$ cat config.mk
export PLATFORM = sky130hd
export DESIGN_NAME = uart_rx
export DESIGN_NICKNAME = d
export VERILOG_FILES = /design/src/rtl/uart_rx.sv
export SDC_FILE = /design/constraint.sdc
export NUM_CORES = 1
export LEC_CHECK = 0
export CORE_ASPECT_RATIO = 0.8
export CORE_MARGIN = 3
export CORE_UTILIZATION = 45
export DETAILED_ROUTE_END_ITERATION = 6
export PLACE_DENSITY = 0.65
export REMOVE_ABC_BUFFERS = 1
export SYNTH_ARGS = -nofsm -noshare
export SYNTH_HDL_FRONTEND = slang
export SYNTH_SLANG_ARGS = --single-unit
$ cat constraint.sdc
create_clock -name clk_i -period 2.1 [get_ports clk_i]
set_input_delay 0.63 -clock clk_i [delete_from_list [all_inputs] [get_ports clk_i]]
set_output_delay 0.63 -clock clk_i [all_outputs]
set_load 0.02 [all_outputs]
$ cat src/rtl/uart_rx.sv
// uart_rx: 8N1 UART receiver with a small receive FIFO and sticky error flags.
//
// The serial line is synchronised by two flops. The receiver samples each bit in
// the middle of its bit period. Complete bytes are pushed into a circular FIFO,
// and the CPU reads them with a pop strobe.
//
// Ports:
//   clk_i          system clock
//   rst_n_i        synchronous active-low reset
//   uart_rx_i      asynchronous serial input, idle high
//   data_o         byte at the FIFO head (meaningful while valid_o=1)
//   valid_o        FIFO not empty
//   rd_strobe_i    pop the head entry (ignored while empty)
//   level_o        number of bytes held in the FIFO
//   frame_err_o    sticky: a stop bit was sampled low
//   overrun_err_o  sticky: a byte was dropped because the FIFO was full
//   err_clr_i      clears both sticky flags (a same-edge set wins)
module uart_rx #(
    parameter int CLK_FREQ_HZ = 25_000_000,
    parameter int BAUDRATE    = 115_200,
    parameter int FIFO_DEPTH  = 4
) (
    input  logic                              clk_i,
    input  logic                              rst_n_i,
    input  logic                              uart_rx_i,
    output logic [7:0]                        data_o,
    output logic                              valid_o,
    input  logic                              rd_strobe_i,
    output logic [$clog2(FIFO_DEPTH+1)-1:0]   level_o,
    output logic                              frame_err_o,
    output logic                              overrun_err_o,
    input  logic                              err_clr_i
);

    localparam int DIV   = CLK_FREQ_HZ / BAUDRATE;
    localparam int HALF  = DIV / 2;
    localparam int CNT_W = $clog2(DIV);
    localparam int PTR_W = $clog2(FIFO_DEPTH);
    localparam int LVL_W = $clog2(FIFO_DEPTH + 1);

    if (DIV < 4) begin : g_div_check
        $error("uart_rx: CLK_FREQ_HZ/BAUDRATE must be at least 4");
    end
    if (FIFO_DEPTH < 2 || (FIFO_DEPTH & (FIFO_DEPTH - 1)) != 0) begin : g_depth_check
        $error("uart_rx: FIFO_DEPTH must be a power of 2 and at least 2");
    end

    typedef enum logic [2:0] {
        S_IDLE,
        S_START,
        S_DATA,
        S_STOP,
        S_WAIT_HIGH
    } state_t;

    // ------------------------------------------------------------------
    // Input synchroniser (resets to the idle line level)
    // ------------------------------------------------------------------
    logic rx_meta_q;
    logic rx_s_q;

    always_ff @(posedge clk_i) begin
        if (!rst_n_i) begin
            rx_meta_q <= 1'b1;
            rx_s_q    <= 1'b1;
        end else begin
            rx_meta_q <= uart_rx_i;
            rx_s_q    <= rx_meta_q;
        end
    end

    // ------------------------------------------------------------------
    // Receive FSM
    // ------------------------------------------------------------------
    state_t           state_q, state_d;
    logic [CNT_W-1:0] cnt_q, cnt_d;
    logic [2:0]       bit_q, bit_d;
    logic [7:0]       shift_q, shift_d;
    logic             push;
    logic             frame_err_set;

    always_ff @(posedge clk_i) begin
        if (!rst_n_i) begin
            state_q <= S_IDLE;
            cnt_q   <= '0;
            bit_q   <= '0;
            shift_q <= '0;
        end else begin
            state_q <= state_d;
            cnt_q   <= cnt_d;
            bit_q   <= bit_d;
            shift_q <= shift_d;
        end
    end

    always_comb begin
        state_d       = state_q;
        cnt_d         = cnt_q;
        bit_d         = bit_q;
        shift_d       = shift_q;
        push          = 1'b0;
        frame_err_set = 1'b0;

        case (state_q)
            S_IDLE: begin
                if (!rx_s_q) begin
                    state_d = S_START;
                    cnt_d   = '0;
                end
            end

            S_START: begin
                // Re-check the line half a bit in; a high level means a glitch.
                if (cnt_q == CNT_W'(HALF - 1)) begin
                    cnt_d = '0;
                    if (!rx_s_q) begin
                        state_d = S_DATA;
                        bit_d   = '0;
                    end else begin
                        state_d = S_IDLE;
                    end
                end else begin
                    cnt_d = cnt_q + 1'b1;
                end
            end

            S_DATA: begin
                if (cnt_q == CNT_W'(DIV - 1)) begin
                    shift_d[bit_q] = rx_s_q;
                    cnt_d          = '0;
                    bit_d          = bit_q + 1'b1;
                    if (bit_q == 3'd7) begin
                        state_d = S_STOP;
                    end
                end else begin
                    cnt_d = cnt_q + 1'b1;
                end
            end

            S_STOP: begin
                if (cnt_q == CNT_W'(DIV - 1)) begin
                    cnt_d = '0;
                    if (rx_s_q) begin
                        push    = 1'b1;
                        state_d = S_IDLE;
                    end else begin
                        frame_err_set = 1'b1;
                        state_d       = S_WAIT_HIGH;
                    end
                end else begin
                    cnt_d = cnt_q + 1'b1;
                end
            end

            S_WAIT_HIGH: begin
                // Park here during a break so it reports a single frame error.
                if (rx_s_q) begin
                    state_d = S_IDLE;
                end
            end

            default: begin
                state_d = S_IDLE;
            end
        endcase
    end

    // ------------------------------------------------------------------
    // Receive FIFO
    // ------------------------------------------------------------------
    logic [7:0]       mem_q [FIFO_DEPTH];
    logic [PTR_W-1:0] wr_ptr_q;
    logic [PTR_W-1:0] rd_ptr_q;
    logic [LVL_W-1:0] level_q;
    logic             full;
    logic             empty;
    logic             pop;
    logic             wr_en;
    logic             overrun_set;

    assign full  = (level_q == LVL_W'(FIFO_DEPTH));
    assign empty = (level_q == '0);
    assign pop   = rd_strobe_i && !empty;
    // A full FIFO still accepts a byte when the head is popped on the same edge.
    assign wr_en       = push && (!full || pop);
    assign overrun_set = push && full && !pop;

    always_ff @(posedge clk_i) begin
        if (!rst_n_i) begin
            for (int unsigned i = 0; i < FIFO_DEPTH; i++) begin
                mem_q[i] <= '0;
            end
            wr_ptr_q <= '0;
            rd_ptr_q <= '0;
            level_q  <= '0;
        end else begin
            if (wr_en) begin
                mem_q[wr_ptr_q] <= shift_q;
                wr_ptr_q        <= wr_ptr_q + 1'b1;
            end
            if (pop) begin
                rd_ptr_q <= rd_ptr_q + 1'b1;
            end
            case ({wr_en, pop})
                2'b10:   level_q <= level_q + 1'b1;
                2'b01:   level_q <= level_q - 1'b1;
                default: level_q <= level_q;
            endcase
        end
    end

    // ------------------------------------------------------------------
    // Sticky error flags (set beats clear)
    // ------------------------------------------------------------------
    logic frame_err_q;
    logic overrun_err_q;

    always_ff @(posedge clk_i) begin
        if (!rst_n_i) begin
            frame_err_q   <= 1'b0;
            overrun_err_q <= 1'b0;
        end else begin
            frame_err_q   <= frame_err_set | (frame_err_q & ~err_clr_i);
            overrun_err_q <= overrun_set | (overrun_err_q & ~err_clr_i);
        end
    end

    assign data_o        = mem_q[rd_ptr_q];
    assign valid_o       = !empty;
    assign level_o       = level_q;
    assign frame_err_o   = frame_err_q;
    assign overrun_err_o = overrun_err_q;

endmodule
==> results.txt, run 1 <==
The cell area after technology mapping came out at about 3300 µm². Setup repair after global routing could not meet its margin everywhere. For hold timing, the worst endpoint is rx_s_q. The number of DRC markers after the initial detailed-route iteration came out at ~110.

The source of the worst hold timing path is rx_meta_q. The busiest metal layer after global routing is met1. The H-tree was split into 3 levels. The most common cell in the synthesized netlist is sky130_fd_sc_hd__dfxtp_1. The largest total area in the synthesized netlist belongs to sky130_fd_sc_hd__edfxtp_1. For this configuration, the core starts out at a cell density of 0.472. The switching power is around 600 µW. The final max-slew violation count is 0. The fraction of final layout cells sized beyond drive strength 1 came out at 0.306. Pin placement for this block handled 19 I/O pins. The post-detailed-route via-to-cell ratio is 5.31. The final worst clock skew is 0.00918 ns.

Of all nets on the critical path, the largest fanout is 8. The HPWL after detailed placement is about 5000 µm. The later pin in the worst-skew pair is clocked with a latency of between 0.3 and 0.4 ns.

Yosys mapped a number of flops with a built-in enable equal to 32. The internal power consumption is between 2000 and 2500 µW. The count of different cell masters after synthesis is 62. The final cycle utilization of the critical path came out at 1.00. The setup path with the least slack is of type register to output port. For this run, the top clock speed supported by timing is between 400 and 500 MHz. The total core area came out at roughly 7000 µm². Measured in cells, the most critical reg-to-reg path has a length of 7. Measured against its own limit, the worst slew margin works out to 0.741. The hold violation total from the final report is 0. The run finished, with violations left. The final standard cell area without fillers is 4220 µm².

TritonCTS created 9 clock buffers. The flip-flop and latch count after synthesis is 67. The total routing usage reported by global routing is 0.182.

The count of nets left with antenna violations once routing finished came out at 0. The power density over the cells is slightly above 600 nW/µm². The number of rows in the core area is 27. The data required time at the worst endpoint came out at 1.47 ns. TritonCTS built the clock tree. The routed layout has between 2000 and 2500 vias. The shortest clock period the worst path allows after layout came out at 2.10 ns. No sink is reached through more buffers than the 2 on the longest clock path.

The number of port buffers came out at 18. In this run the critical register-to-register path is captured at mem_q[1][6]. In the synthesized netlist the dominant register cell turns out to be sky130_fd_sc_hd__dfxtp_1.

By count the netlist is led by sky130_fd_sc_hd__dfxtp_1, sky130_fd_sc_hd__and2_1, sky130_fd_sc_hd__edfxtp_1. The internal reg-to-reg setup slack came out at 0.11 ns. The total number of yosys warnings is 0.

Dividing the detail-routed wire length by the instance count gives 15.3 µm. The final setup violation count came out at 1. The total DRC errors in the routed layout came out at 0. The sequential fraction of the synthesis area came out at 0.501.

The worst-case IR drop observed on VDD is between 0.0003 and 0.0004 V. The first detailed-routing pass took 4 iterations. The transition at the pin with the smallest max-transition slack is 0.388 ns.

The sequential share of power came out at 0.536. After clock tree synthesis, the clock-pin slew on the worst setup and hold paths is around 0.08 ns. The number of antenna violations at the first check in global routing came out at 0. The beginning of the worst register-to-register path is cnt_q[0]. After clock tree synthesis, the flow added hold-fix buffers numbering 0. The final layout net count came out at 368. The overflow left after global routing came out at 0. The met1 usage in global routing came out at 0.266.

The worst setup path is launched from a register. The filler cell count came out at just under 600. The arrival time of the worst setup path came out at between 1 and 1.5 ns. Measured on the finished design, the core utilization comes to 0.601. The first global-routing pass estimated 11600 µm of wire. The worst setup path is captured at an output port. The number of global-route vias before repair came out at 2351.

The clock net sink count is 67. The standard cell area after detailed placement came out at just under 4000 µm². The share of async-settable or async-resettable flops after synthesis is 0.

The area of the die is roughly 8400 µm². Entering global routing, the biggest net connects 26 pins. Final hold analysis gives a worst-case slack of slightly above 0.4 ns. Adding up every negative setup slack in the final design gives -0.000143 ns.

The fraction of met2 tracks used by global routing is 0.264. The root buffer cell chosen for the clock tree is sky130_fd_sc_hd__clkbuf_8. The tightest min-delay check is of the register to register type. The share of total power dissipated in the clock network is 0.409. The signed area change from the synthesized netlist to the final layout is 27.4%.

A synthesized cell averages approximately 11 µm². The number of instances on the worst hold path is 1. The number of max-cap violations came out at 0. By area the synthesized netlist is led by sky130_fd_sc_hd__edfxtp_1, sky130_fd_sc_hd__dfxtp_1, sky130_fd_sc_hd__and2_1. The top cell type's share of synthesized area came out at 0.290.

Summing all flip-flop and latch instances after layout gives approximately 1700 µm². The cell count after synthesis is 294. The combinational group share of total power is 0.055. The number of antenna diodes in the final layout is 0.

The static leakage came out at between 0.0015 and 0.002 µW. The overall die height came out at roughly 83 µm. The area of the multi-input gates is 1620 µm². The completed layout was analyzed and its total power is 2610 µW.

The met3 routing resource usage after global routing is 0.0521. Routability-driven placement finished with a final weighted congestion of 0.903. The die is 102 µm wide.

Of the total power, the share spent switching nets is 0.230. The worst path setup slack after routing came out at -0.000143 ns. The routed wire length came out at between 6000 and 7000 µm.

The checks that failed: negative setup slack.
registers in the layout (all words and copies together), names as in the netlist, 2 cells and up, named ones only:
signal    flops
wr_ptr_q      2
state_q       3
level_o       3
cnt_q         8
shift_q       8
mem_q        32
bit_q         3
rd_ptr_q      2
cell usage in the layout, fill, tap and decap left out, types with 6 or more instances in the layout:
cell type and count:
sky130_fd_sc_hd__a21oi_1 13, sky130_fd_sc_hd__and2_1 34, sky130_fd_sc_hd__buf_4 43, sky130_fd_sc_hd__buf_6 10, sky130_fd_sc_hd__clkbuf_8 9, sky130_fd_sc_hd__clkdlybuf4s50_1 6
sky130_fd_sc_hd__dfxtp_1 33, sky130_fd_sc_hd__edfxtp_1 32, sky130_fd_sc_hd__inv_1 7, sky130_fd_sc_hd__mux2i_1 10, sky130_fd_sc_hd__mux4_2 8, sky130_fd_sc_hd__nand2_1 29
sky130_fd_sc_hd__nand2b_1 6, sky130_fd_sc_hd__nand3_1 8, sky130_fd_sc_hd__nor2_1 15, sky130_fd_sc_hd__o22ai_1 6
metrics by stage:
| step | setup slack, ns | instances |
|---|---|---|
| floorplan | -0.0178 | 281 |
| global placement | -0.502 | 433 |
| detailed placement | -0.536 | 433 |
| CTS | -0.0379 | 449 |
| global route | -0.0656 | 450 |
| finish | -0.000143 | 450 |
cell type report:
class | instances | area share
multi-input combinational | 205 | 0.384
timing repair buffer | 66 | 0.141
sequential | 67 | 0.394
inverter | 9 | 0.00800
tap | 87 | 0.0258
clock inverter | 7 | 0.0181
clock buffer | 9 | 0.0293
layer usage:
metal	vias to the layer above	wire (µm)
met5	-	0
met4	0	58
met3	5	234
met2	47	3000
met1	1122	3590
li1	1217	-
power by group through the flow:
stage / Combinational, µW / Clock [µW] / Sequential [µW]
after floorplan: 61.4 / 0 / 1430
after global routing: 157 / 1160 / 1400
final: 143 / 1070 / 1400
after detailed placement: 133 / 0 / 1430
after global placement: 130 / 0 / 1430
after CTS: 135 / 1100 / 1400
worst max path at each step:
| stage | startpoint | slack (ns) | endpoint |
|---|---|---|---|
| after floorplan | cnt_q[0] | -0.02 | mem_q[1][0] |
| after global placement | rd_strobe_i | -0.50 | mem_q[0][1] |
| after detailed placement | rd_strobe_i | -0.54 | mem_q[0][0] |
| after CTS | register | -0.04 | data_o[5] |
| after global routing | register | -0.07 | data_o[0] |
| final | register | -0.0001 | data_o[5] |
worst max-delay path, cell delays in order (launching register included):
cell and delay [ns]:
sky130_fd_sc_hd__dfxtp_2 0.34, sky130_fd_sc_hd__buf_12 0.13, sky130_fd_sc_hd__mux4_2 0.51, sky130_fd_sc_hd__buf_6 0.15
kinds of logic after synthesis:
logic type,count (synthesis),share of synthesized area
AOI/OAI and AO/OA,48,0.100
xor gates and xnor gates,5,0.0132
adders and majority gates,5,0.0211
buffers and inverters,22,0.0253
DFF,67,0.501
muxes,20,0.0914
and+or+nand+nor,127,0.248
what timing repair did:
| action | CTS | global route |
|---|---|---|
| setup buffers | 0 | 1 |
| endpoints found under the setup margin | 69 | 32 |
| gates resized for setup | 55 | 15 |
| pin swaps | 1 | 4 |
No activity file was read; power rests on OpenSTA's default activity.
==> inputs of run 2 (changes only) <==
--- a/config.mk
+++ b/config.mk
@@ -5,11 +5,12 @@
 export SDC_FILE = /design/constraint.sdc
 export NUM_CORES = 1
 export LEC_CHECK = 0
+export ABC_AREA = 1
 export CORE_ASPECT_RATIO = 0.8
 export CORE_MARGIN = 3
 export CORE_UTILIZATION = 45
 export DETAILED_ROUTE_END_ITERATION = 6
-export PLACE_DENSITY = 0.65
+export PLACE_DENSITY = 0.66
 export REMOVE_ABC_BUFFERS = 1
 export SYNTH_ARGS = -nofsm -noshare
 export SYNTH_HDL_FRONTEND = slang
==> results.txt, run 2 <==
The final cycle utilization of the critical path came out at 0.954 (-0.0456). The via count is 2555 (+6.9%). The number of instances on the worst hold path came out at 1 (unchanged). In the final layout, the registers with the most flip-flops are mem_q (32), cnt_q (8), shift_q (8). The cell count after synthesis came out at 375 (+28%).

The biggest fanout along the worst timing path came out at 6 (-2). The count of different cell masters after synthesis is 26 (-58%). The wire length of the first global-routing pass came out at 11000 µm (-5.4%). In the synthesized netlist, the cells that appear most often are sky130_fd_sc_hd__nor2_1, sky130_fd_sc_hd__nand2_1, sky130_fd_sc_hd__inv_1. The hold violation total from the final report came to 0 (unchanged). TritonCTS built the clock tree. The data required time at the worst endpoint is 1.47 ns (about the same). Ranked by flip-flop count, first place goes to mem_q. The number of antenna violations at the first check in global routing came to 0 (unchanged). The shortest clock period the worst path allows after layout is 2.00 ns (-0.0957 ns). The flip-flop and latch count after synthesis came out at 67 (unchanged). The kind of end point of the critical path is an output port. The final antenna-violating net count came out at 0 (unchanged). The final layout net count is 429 (+17%). The total core area was 6570 µm² (-6.5%). The static leakage is 0.00156 µW (-1.7%). The maximum clock rate is 499 MHz (+4.8%). The top cell type's share of synthesized area came to 0.307 (+0.0173). The maximum number of pins on one net before global-route repair was 19 (-27%). The clock latency of the later-clocked register in the worst-skew pair was 0.34 ns (about the same). The area of the die came out at 7990 µm² (-5.3%). The total power of the final layout is 2940 µW (+12%). The number of max-cap violations came to 0 (unchanged). The number of global-route vias before repair is 2417 (+2.8%). The maximum buffer depth of the clock tree is 2 (unchanged). The main flop type after synthesis is sky130_fd_sc_hd__dfxtp_1. The overall die height came to 80.6 µm (-2.6%). The number of rows in the core area was 26 (-3.7%).

The routed wire length came out at 6450 µm (-6.3%). The number of enable-type register cells in the synthesized netlist is 32 (unchanged). The tree is rooted in a sky130_fd_sc_hd__clkbuf_8. The CTS buffer count came out at 9 (unchanged). The post-CTS setup buffer count came to 0 (unchanged). The HPWL after detailed placement came out at 4730 µm (-6.6%).

The horizontal die dimension is 99.2 µm (-2.7%). The worst supply voltage drop on vdd was 0.000478 V (+25%). The sum of met2 wire segment lengths after detailed routing came to 2860 µm (-4.6%). The synthesized design spends more area on one cell type than any other, namely sky130_fd_sc_hd__edfxtp_1. The final standard cell area without fillers is 3760 µm² (-11%). The flip-flop count of the largest register after layout is 32 (unchanged). Sorting the synthesized cells by area gives the leading types as sky130_fd_sc_hd__edfxtp_1, sky130_fd_sc_hd__dfxtp_1, sky130_fd_sc_hd__nor2_1.

The overflow left after global routing came to 0 (unchanged). The standard cell area after detailed placement was 3590 µm² (-9.1%). The final setup violation count came out at 0 (-1). The top-level port count came out at 19 (unchanged). The number of port buffers came out at 18 (unchanged).

The final weighted congestion in routability-driven placement is 0.857 (-5.1%). The total DRC errors in the routed layout came to 0 (unchanged). The clock net sink count is 67 (unchanged). The top cell types in the final layout, fill and taps aside, are sky130_fd_sc_hd__nor2_1, sky130_fd_sc_hd__nand2_1, sky130_fd_sc_hd__inv_1.

The number of DRC markers after the initial detailed-route iteration is 118 (+5.4%). The final-layout setup total negative slack is 0 ns (+0.000143 ns). The clock transition at the registers of the reported paths is 0.07 ns (about the same).

Setup repair after global routing left no endpoint under its margin. The flow ran to the end, and the final reports show no timing, DRC or antenna violations. The fraction of final layout cells sized beyond drive strength 1 was 0.160 (-0.145). The power density over the cells was 781 nW/µm² (+26%). The worst setup path category is register to output port. The final worst clock skew was 0.00644 ns (-0.00274 ns).

The cell area after technology mapping is 3130 µm² (-5.6%). The sequential fraction of the synthesis area is 0.531 (+0.0299). The number of diodes is 0 (unchanged). The length of routed wiring on met1 is 3020 µm (-16%). The number of detailed-route iterations in the first pass is 6 (+2). The total length of routed met3 wires was 450 µm (+92%). The share of async-settable or async-resettable flops after synthesis is 0 (unchanged). The mean instance size in the synthesized netlist is 8.34 µm² (-26%).

The signed area change from the synthesized netlist to the final layout is 20.2%. The total number of H-tree levels is 3 (unchanged). After detailed routing, no signal wire sits above met4. The worst max-slew margin expressed relative to the limit is 0.798 (+0.0574).

The total number of yosys warnings was 0 (unchanged). The number of cells on the worst reg-to-reg path is 11 (+4). The final max-slew violation count came out at 0 (unchanged).

Yosys instantiated no cell more often than sky130_fd_sc_hd__nor2_1. The mean routed wirelength per cell is 12.7 µm (-17%). The arrival time of the worst setup path came out at 1.37 ns (-0.10 ns). The starting density of the core came to 0.476 (+0.00432).

In this run the worst hold path is classified as register to register. The post-detailed-route via-to-cell ratio is 5.03 (-5.3%). The number of hold buffers added after cts was 0 (unchanged).

The transition at the pin with the smallest max-transition slack came out at 0.302 ns (-0.0859 ns). The library cell used most frequently in the layout, excluding fill and tap cells, is sky130_fd_sc_hd__nor2_1. The total routing usage reported by global routing came out at 0.177 (-0.00535). The kind of start point of the critical path is a register.
run 2: cell types whose count changed in the layout (fill, tap and decap cells not counted), sizes merged, moves of 5 or more:
cell | before | now
a21oi | 14 | 24
and2 | 34 | 0
buf | 56 | 29
inv | 10 | 52
mux2i | 10 | 0
mux4 | 8 | 0
nand2 | 29 | 67
nand2b | 8 | 0
nand3 | 8 | 16
nor2 | 15 | 80
nor4 | 5 | 0
o21ai | 4 | 39
run 2: kinds of logic after synthesis:
group | Yosys count | synth area share
AOI/OAI and AO/OA | 72 | 0.119
DFF | 67 | 0.531
and+or+nand+nor | 173 | 0.256
buffers and inverters | 57 | 0.0688
adders and majority gates | 5 | 0.0224
xor gates and xnor gates | 1 | 0.00280
run 2: metrics by stage:
stage / instances / setup WS [ns] / utilization / hold slack [ns]
after floorplan: 369 / 0.111 / - / 0.393
after global placement: 492 / -0.151 / 0.546 / 0.399
after detailed placement: 492 / -0.165 / 0.546 / 0.400
after CTS: 508 / -0.00533 / 0.576 / 0.419
after global routing: 508 / 0.0105 / 0.572 / 0.431
final: 508 / 0.0956 / 0.572 / 0.417
run 2: power breakdown:
group	total (µW)	switching [µW]	leakage [µW]	internal, µW
combinational	389	262	0.000867	126
clock	1080	521	0.0000962	556
sequential	1470	48.6	0.000598	1420
total	2940	832	0.00156	2100
run 2: path summary, 6_finish.rpt:
path / start / end / slack [ns]
setup / recovery: register / data_o[0] / 0.1
hold / removal: rx_meta_q / rx_s_q / 0.42
setup reg to reg: cnt_q[0] / level_o[2] / 0.18
hold reg to reg: rx_meta_q / rx_s_q / 0.42
run 2: final cells by class:
| type | instances | area, µm² |
|---|---|---|
| sequential | 67 | 1670 |
| multi-input combinational | 251 | 1250 |
| fill | 572 | 2810 |
| clock buffer | 9 | 124 |
| clock inverter | 7 | 76.3 |
| inverter | 51 | 193 |
| tap | 84 | 105 |
| timing repair buffer | 39 | 340 |
run 2: what timing repair did:
item,in CTS,in global routing
setup endpoints to repair,9,6
pin swaps,0,0
resized for setup,37,7
cloned,0,0
run 2: routing by layer:
layer  track usage  vias up
met4        0.0600        0
met1         0.226     1153
met2         0.284       74
met3        0.0573       11
met5             0        -
li1              -     1317
run 2: worst max-delay path: stages (launching register included):
cell	delay [ns]
sky130_fd_sc_hd__dfxtp_4	0.37
sky130_fd_sc_hd__inv_1	0.10
sky130_fd_sc_hd__buf_4	0.15
sky130_fd_sc_hd__nor2_1	0.05
sky130_fd_sc_hd__o22ai_1	0.17
sky130_fd_sc_hd__buf_2	0.20
==> inputs of run 3 (changes only) <==
--- a/config.mk
+++ b/config.mk
@@ -9,6 +9,7 @@
 export CORE_ASPECT_RATIO = 0.8
 export CORE_MARGIN = 3
 export CORE_UTILIZATION = 45
+export CTS_CLUSTER_DIAMETER = 100
 export DETAILED_ROUTE_END_ITERATION = 6
 export PLACE_DENSITY = 0.66
 export REMOVE_ABC_BUFFERS = 1
==> results of run 3 <==
Final layout, timing and power as in run 2 (identical DEF).
